==> config.mk <==
export PLATFORM = sky130hd
export DESIGN_NAME = frame_serializer_flat
export DESIGN_NICKNAME = d
export VERILOG_FILES = /design/src/rtl/frame_serializer_if.sv /design/src/rtl/frame_serializer.sv /design/src/flat_wrapper.sv
export SDC_FILE = /design/constraint.sdc
export NUM_CORES = 1
export LEC_CHECK = 0
export BUFFER_PORTS_ARGS = -buffer_cell sky130_fd_sc_hd__buf_2
export CAP_MARGIN = 10
export CORE_MARGIN = 8
export CORE_UTILIZATION = 45
export DETAILED_ROUTE_END_ITERATION = 16
export HOLD_SLACK_MARGIN = 0.12
export PLACE_DENSITY_LB_ADDON = 0.08
export SLEW_MARGIN = 10
export SYNTH_ARGS = -nofsm -noshare
export SYNTH_HDL_FRONTEND = slang
export SYNTH_SLANG_ARGS = --single-unit
==> constraint.sdc <==
create_clock -name ACLK -period 5.2 [get_ports ACLK]
set_clock_uncertainty 0.2 [all_clocks]
set_input_delay 0.26 -clock ACLK [delete_from_list [all_inputs] [get_ports ACLK]]
set_output_delay 0.26 -clock ACLK [all_outputs]
set_load 0.02 [all_outputs]
==> src/rtl/frame_serializer_if.sv <==
// Handshake bundle for frame_serializer: header/footer FIFO, ADC FIFO and the
// dataframe AXI-Stream master. "master" is the serializer side.
interface frame_serializer_if #(
    parameter int unsigned DATAFRAME_WIDTH = 64,
    parameter int unsigned ADC_WIDTH       = 2 * DATAFRAME_WIDTH
);
    localparam int unsigned HF_WIDTH = 3 * DATAFRAME_WIDTH;

    logic [HF_WIDTH-1:0]        HF_FIFO_DOUT;
    logic                       HF_FIFO_EMPTY;
    logic                       HF_FIFO_RD_EN;
    logic [ADC_WIDTH-1:0]       ADC_FIFO_DOUT;
    logic                       ADC_FIFO_EMPTY;
    logic                       ADC_FIFO_RD_EN;
    logic [DATAFRAME_WIDTH-1:0] M_AXIS_TDATA;
    logic                       M_AXIS_TVALID;
    logic                       M_AXIS_TREADY;
    logic                       M_AXIS_TLAST;

    modport master (
        input  HF_FIFO_DOUT, HF_FIFO_EMPTY, ADC_FIFO_DOUT, ADC_FIFO_EMPTY, M_AXIS_TREADY,
        output HF_FIFO_RD_EN, ADC_FIFO_RD_EN, M_AXIS_TDATA, M_AXIS_TVALID, M_AXIS_TLAST
    );

    modport slave (
        output HF_FIFO_DOUT, HF_FIFO_EMPTY, ADC_FIFO_DOUT, ADC_FIFO_EMPTY, M_AXIS_TREADY,
        input  HF_FIFO_RD_EN, ADC_FIFO_RD_EN, M_AXIS_TDATA, M_AXIS_TVALID, M_AXIS_TLAST
    );
endinterface

==> src/rtl/frame_serializer.sv <==
// Serializes header line 0/1, ADC samples (high half first) and a footer from two
// first-word-fall-through FIFOs into one AXI-Stream dataframe per header-footer word.
module frame_serializer #(
    parameter int unsigned DATAFRAME_WIDTH = 64,
    parameter int unsigned ADC_WIDTH       = 2 * DATAFRAME_WIDTH,
    parameter int unsigned LEN_WIDTH       = 12
) (
    input  logic                ACLK,
    input  logic                ARESET,
    frame_serializer_if.master  bus,
    output logic [31:0]         FRAME_CNT,
    output logic                LEN_ERR
);
    localparam int unsigned DW       = DATAFRAME_WIDTH;
    localparam int unsigned HF_WIDTH = 3 * DW;
    localparam int unsigned LEN_LSB  = HF_WIDTH - 16 - LEN_WIDTH;
    localparam int unsigned CNT_W    = 32;

    typedef enum logic [2:0] {
        IDLE,
        HDR0,
        HDR1,
        ADC_HI,
        ADC_LO,
        FOOTER
    } state_t;

    state_t               state;
    logic [HF_WIDTH-1:0]  hf_word;
    logic [DW-1:0]        hold_q;
    logic [LEN_WIDTH-1:0] word_cnt;
    logic [DW-1:0]        tdata_q;
    logic                 tvalid_q;
    logic                 tlast_q;
    logic [CNT_W-1:0]     frame_cnt_q;
    logic                 len_err_q;

    logic                 can_load;
    logic                 hf_pop;
    logic                 adc_pop;
    logic [LEN_WIDTH-1:0] len_field;
    logic [LEN_WIDTH:0]   len_ext;
    logic [LEN_WIDTH-1:0] half_len;

    // Output slot is free when empty or its beat is being accepted this cycle.
    assign can_load  = !tvalid_q || bus.M_AXIS_TREADY;
    assign hf_pop    = !ARESET && (state == IDLE) && !bus.HF_FIFO_EMPTY;
    assign adc_pop   = !ARESET && (state == ADC_HI) && !bus.ADC_FIFO_EMPTY && can_load;
    assign len_field = bus.HF_FIFO_DOUT[LEN_LSB +: LEN_WIDTH];
    assign len_ext   = {1'b0, len_field} + (LEN_WIDTH + 1)'(1);
    assign half_len  = LEN_WIDTH'(len_ext >> 1);

    always_ff @(posedge ACLK) begin
        if (ARESET) begin
            state       <= IDLE;
            hf_word     <= '0;
            hold_q      <= '0;
            word_cnt    <= '0;
            tdata_q     <= '0;
            tvalid_q    <= 1'b0;
            tlast_q     <= 1'b0;
            frame_cnt_q <= '0;
            len_err_q   <= 1'b0;
        end else begin
            if (tvalid_q && bus.M_AXIS_TREADY) begin
                tvalid_q <= 1'b0;
                tlast_q  <= 1'b0;
                if (tlast_q) begin
                    frame_cnt_q <= frame_cnt_q + CNT_W'(1);
                end
            end

            // Loads below override the acceptance clear above.
            case (state)
                IDLE: begin
                    if (hf_pop) begin
                        hf_word  <= bus.HF_FIFO_DOUT;
                        word_cnt <= half_len;
                        if (len_field[0]) begin
                            len_err_q <= 1'b1;
                        end
                        state <= HDR0;
                    end
                end
                HDR0: begin
                    if (can_load) begin
                        tdata_q  <= hf_word[HF_WIDTH-1 -: DW];
                        tvalid_q <= 1'b1;
                        tlast_q  <= 1'b0;
                        state    <= HDR1;
                    end
                end
                HDR1: begin
                    if (can_load) begin
                        tdata_q  <= hf_word[2*DW-1 -: DW];
                        tvalid_q <= 1'b1;
                        tlast_q  <= 1'b0;
                        state    <= (word_cnt == '0) ? FOOTER : ADC_HI;
                    end
                end
                ADC_HI: begin
                    if (adc_pop) begin
                        tdata_q  <= bus.ADC_FIFO_DOUT[ADC_WIDTH-1 -: DW];
                        hold_q   <= bus.ADC_FIFO_DOUT[DW-1:0];
                        tvalid_q <= 1'b1;
                        tlast_q  <= 1'b0;
                        word_cnt <= word_cnt - LEN_WIDTH'(1);
                        state    <= ADC_LO;
                    end
                end
                ADC_LO: begin
                    if (can_load) begin
                        tdata_q  <= hold_q;
                        tvalid_q <= 1'b1;
                        tlast_q  <= 1'b0;
                        state    <= (word_cnt != '0) ? ADC_HI : FOOTER;
                    end
                end
                FOOTER: begin
                    if (can_load) begin
                        tdata_q  <= hf_word[DW-1:0];
                        tvalid_q <= 1'b1;
                        tlast_q  <= 1'b1;
                        state    <= IDLE;
                    end
                end
                default: state <= IDLE;
            endcase
        end
    end

    assign bus.HF_FIFO_RD_EN  = hf_pop;
    assign bus.ADC_FIFO_RD_EN = adc_pop;
    assign bus.M_AXIS_TDATA   = tdata_q;
    assign bus.M_AXIS_TVALID  = tvalid_q;
    assign bus.M_AXIS_TLAST   = tlast_q;
    assign FRAME_CNT          = frame_cnt_q;
    assign LEN_ERR            = len_err_q;
endmodule

==> src/flat_wrapper.sv <==
// flat-port wrapper written by rule: the top's interface ports become plain ports
module frame_serializer_flat 
#(
    parameter int unsigned DATAFRAME_WIDTH = 64,
    parameter int unsigned ADC_WIDTH       = 2 * DATAFRAME_WIDTH,
    parameter int unsigned LEN_WIDTH       = 12
)
  (ACLK, ARESET, FRAME_CNT, LEN_ERR, bus_HF_FIFO_DOUT, bus_HF_FIFO_EMPTY, bus_ADC_FIFO_DOUT, bus_ADC_FIFO_EMPTY, bus_M_AXIS_TREADY, bus_HF_FIFO_RD_EN, bus_ADC_FIFO_RD_EN, bus_M_AXIS_TDATA, bus_M_AXIS_TVALID, bus_M_AXIS_TLAST);
  frame_serializer_if #(.DATAFRAME_WIDTH(DATAFRAME_WIDTH), .ADC_WIDTH(ADC_WIDTH)) bus_i ();
  input  logic ACLK;
  input  logic ARESET;
  output logic [31:0] FRAME_CNT;
  output logic LEN_ERR;
  input wire logic [$bits(bus_i.HF_FIFO_DOUT)-1:0] bus_HF_FIFO_DOUT;
  input wire logic [$bits(bus_i.HF_FIFO_EMPTY)-1:0] bus_HF_FIFO_EMPTY;
  input wire logic [$bits(bus_i.ADC_FIFO_DOUT)-1:0] bus_ADC_FIFO_DOUT;
  input wire logic [$bits(bus_i.ADC_FIFO_EMPTY)-1:0] bus_ADC_FIFO_EMPTY;
  input wire logic [$bits(bus_i.M_AXIS_TREADY)-1:0] bus_M_AXIS_TREADY;
  output wire logic [$bits(bus_i.HF_FIFO_RD_EN)-1:0] bus_HF_FIFO_RD_EN;
  output wire logic [$bits(bus_i.ADC_FIFO_RD_EN)-1:0] bus_ADC_FIFO_RD_EN;
  output wire logic [$bits(bus_i.M_AXIS_TDATA)-1:0] bus_M_AXIS_TDATA;
  output wire logic [$bits(bus_i.M_AXIS_TVALID)-1:0] bus_M_AXIS_TVALID;
  output wire logic [$bits(bus_i.M_AXIS_TLAST)-1:0] bus_M_AXIS_TLAST;
  assign bus_i.HF_FIFO_DOUT = bus_HF_FIFO_DOUT;
  assign bus_i.HF_FIFO_EMPTY = bus_HF_FIFO_EMPTY;
  assign bus_i.ADC_FIFO_DOUT = bus_ADC_FIFO_DOUT;
  assign bus_i.ADC_FIFO_EMPTY = bus_ADC_FIFO_EMPTY;
  assign bus_i.M_AXIS_TREADY = bus_M_AXIS_TREADY;
  assign bus_HF_FIFO_RD_EN = bus_i.HF_FIFO_RD_EN;
  assign bus_ADC_FIFO_RD_EN = bus_i.ADC_FIFO_RD_EN;
  assign bus_M_AXIS_TDATA = bus_i.M_AXIS_TDATA;
  assign bus_M_AXIS_TVALID = bus_i.M_AXIS_TVALID;
  assign bus_M_AXIS_TLAST = bus_i.M_AXIS_TLAST;
  frame_serializer #(.DATAFRAME_WIDTH(DATAFRAME_WIDTH), .ADC_WIDTH(ADC_WIDTH), .LEN_WIDTH(LEN_WIDTH)) u_core (.ACLK(ACLK), .ARESET(ARESET), .bus(bus_i), .FRAME_CNT(FRAME_CNT), .LEN_ERR(LEN_ERR));
endmodule
==> key figures <==
Outcome
  – Status: complete, no violations

Global routing
  – GR Util met2: 0.462
  – Gr busiest metal: met2
  – Total grt overflow: 0
  – GRT met1 Usage: 0.345
  – GR Util All Layers: 0.280
  – Vias in the first global route: approximately 17,000
  – Largest net degree at the start of global routing: 107
  – Initial antenna violation count: 3
  – Routing usage on met3: 0.0521
  – Global-route wire length before repair: roughly 89,000 um

Placement
  – Worst slack at placement: about 1.8 ns
  – Hpwl dp: about 33,000 um
  – Port Buffer Count: between 400 and 500
  – Routability cong.: slightly above 0.8
  – Area post-placement: approximately 17,000 sq um

Synthesis
  – Dominant cells by area after synthesis: dfxtp_1 (50%), a22o_1 (11%), a221oi_1 (7.5%)
  – Unique masters post-synth: 59
  – Post-synth top area share: 0.496
  – Post-Syn Nets: around 1,900
  – Synth area leader: dfxtp_1
  – Synth Cell Area: around 15,000 sq um
  – Synth warnings: 0
  – Asr flop ratio synth: 0
  – Ys flop type: dfxtp_1
  – Number of flops mapped to enable cells by yosys: 0
  – Register area share after synthesis: 0.496
  – Seq cells post-synth: between 300 and 400
  – Mapped Cells: about 1,600
  – Mean Syn Cell Area: roughly 9.4 sq um

Floorplanning
  – Row cnt: 66
  – Core area: roughly 33,000 sq um
  – Die ar.: a little under 40,000 sq um
  – Die Ht: between 150 and 200 um
  – Ports: 426
  – Initial Util: 0.458
  – DIE WIDTH: approximately 200 um

Finish
  – Fin nets: about 2,600
  – Design area: 22,100 sq um
  – Number of fill cells: roughly 2,500
  – Share of layout cells above drive strength 1: 0.234
  – Utilization after layout: 0.678
  – Most frequent cells in the layout: buf_2 (424), dfxtp_1 (368), dlygate4sd3_1 (350)
  – Layout area overhead: 48.0%
  – Most common cell after layout, fill and taps aside: buf_2

Route
  – Vias per cell: 5.88
  – Initial drt markers: ~1,300
  – Via count: between 15,000 and 20,000
  – Residual DRC count: 0
  – Drt pass-1 iters: 6
  – Final WL: approximately 58,000 um
  – Post-route antenna net violation count: 0
  – WL per Instance: around 21 um

CTS
  – TritonCTS buffer count: a little over 40
  – H-Tree Depth: 2
  – Skew-Pair Late Insertion Delay: 0.52 ns
  – CTS tree: built
  – Clk slew on worst S/H paths: 0.06 ns
  – CTS root buf: clkbuf_16
  – CTS sink count: 370
  – Max Root-Sink Buffers: 3

Timing
  – Total negative slack: 0 ns
  – Final Max Tran Viols: 0
  – Setup ws final: approximately 1.6 ns
  – Tmin final: about 3.6 ns
  – Hold Vio Cnt, Final: 0
  – # setup viols final: 0
  – Fmax: 0.281 GHz
  – RSZ-0062 raised after global routing: false
  – Slew Limit Headroom: 0.233
  – Hold Slack: around 0.26 ns
  – Period Utilization, post-route: 0.683
  – Worst-margin pin slew: roughly 1.2 ns

Worst hold path
  – Min-Delay Path Class: reg -> reg
  – Hold Crit Depth: 2

Critical path
  – Cells along the critical path: buf_4, nor4_4, nand2_1, inv_6, buf_2
  – CP max stage cell: inv_6
  – Flop2flop setup slack: between 1.5 and 2 ns
  – Crit path max fanout: approximately 100
  – FF-to-FF path depth: 5
  – Worst setup EP type: output pin
  – Critical Path Sink: bus_HF_FIFO_RD_EN
  – Setup CP Type: reg -> out
  – Worst stage delay on the critical path: about 0.64 ns
  – Worst Setup SP: u_core.state[1]
  – FF-to-FF End: u_core.word_cnt[10]
  – Startpoint types: register
  – Crit Reg-Reg Startpoint: u_core.state[0]
  – Critical path required time: about 4.7 ns
  – WP data arrival: between 3 and 4 ns

Power and ir drop
  – VDD IR max: roughly 0.00025 V
  – PD cells: ~340 nW/um^2
  – Static leakage: between 8 and 9 nW

Run
  – Max-cap violations: 0
## state kept, by name, indices dropped and copies added, names as in the netlist
| signal | count |
|---|---|
| u_core.word_cnt | 12 |
| u_core.state | 3 |
| u_core.bus.M_AXIS_TLAST | 1 |
| u_core.LEN_ERR | 1 |
| u_core.hf_word | 192 |
| u_core.bus.M_AXIS_TVALID | 1 |
| u_core.FRAME_CNT | 32 |
| u_core.bus.M_AXIS_TDATA | 64 |
| u_core.hold_q | 64 |
## power breakdown
group	internal, mW	switching, mW	leakage, nW
registers	3.07	0.163	3.03
clock network	1.77	1.16	0.687
logic	0.582	0.673	5.27
total	5.42	1.99	8.99
## metal layers
layer / wire [um] / up-vias
li1: - / 7439
met2: 27900 / 833
met4: 2510 / 0
met1: 23200 / 7708
met3: 4580 / 185
met5: 0 / -
## synthesized netlist by cell type, types with 3 or more instances
cell type,count
dfxtp_1,370
a21oi_1,211
a22o_1,193
nand2_1,163
a221oi_1,128
clkbuf_1,114
o21ai_0,80
a22oi_1,65
nor2_1,47
buf_2,25
xnor2_1,21
nand3_1,18
buf_1,17
xor2_1,16
nor3_1,14
inv_1,11
nand4_1,11
nor4_2,7
and3_1,6
nor2b_1,6
nor4_1,5
or4_1,5
a211oi_1,4
and4_1,3
ha_1,3
nor3b_1,3
o211ai_1,3
## per-stage QoR
step,total power [mW],cells
finish,7.41,2749
global route,7.69,2743
CTS,7.43,2740
detailed placement,4.31,2317
global placement,4.31,2317
floorplan,3.89,1592
## area by class of cell
type	count	area, sq um	share of cell area
clock buffer	60	1250	0.0566
timing repair buffer	791	5800	0.262
antenna	9	22.5	0.00102
sequential	370	7410	0.335
clock inverter	13	123	0.00555
multi-input combinational	1052	6890	0.312
tap	442	553	0.0250
inverter	12	50.0	0.00226
## repair_timing
| item | CTS | global route |
|---|---|---|
| endpoints found under the hold margin | 342 | 0 |
| buffers inserted | 0 | 0 |
| hold buffers | 350 | 0 |
| gates resized for setup | 0 | 0 |
## kinds of logic (layout without fill, tap and decap cells)
family	Yosys count	count (layout)	synth area share
compound gates	699	699	0.330
flops	370	370	0.496
simple gates	310	310	0.102
buf+inv	170	876	0.0456
xor+xnor	37	37	0.0217
fa+ha+maj	3	3	0.00251
mux	3	3	0.00209
other cells	0	9	0
## critical path: cells and delay by family, from the launching register on
family                 cells  cell delay [ns]
flip-flops                 1             0.53
buffers and inverters      3             1.33
AND/OR/NAND/NOR            2             0.67
## worst min path at each step
stage | start | slack, ns | end
4_1_cts | u_core.hold_q[10] | 0.26 | u_core.hold_q[10]
6_report | u_core.hold_q[10] | 0.26 | u_core.hold_q[10]
5_1_grt | u_core.hold_q[11] | 0.27 | u_core.hold_q[11]
2_1_floorplan | bus_HF_FIFO_DOUT[164] | 0.19 | u_core.LEN_ERR
3_5_place_dp | u_core.hold_q[46] | 0.25 | u_core.hold_q[46]
3_3_place_gp | u_core.hold_q[40] | 0.24 | u_core.hold_q[40]
Power figures use the tool's default switching activity.
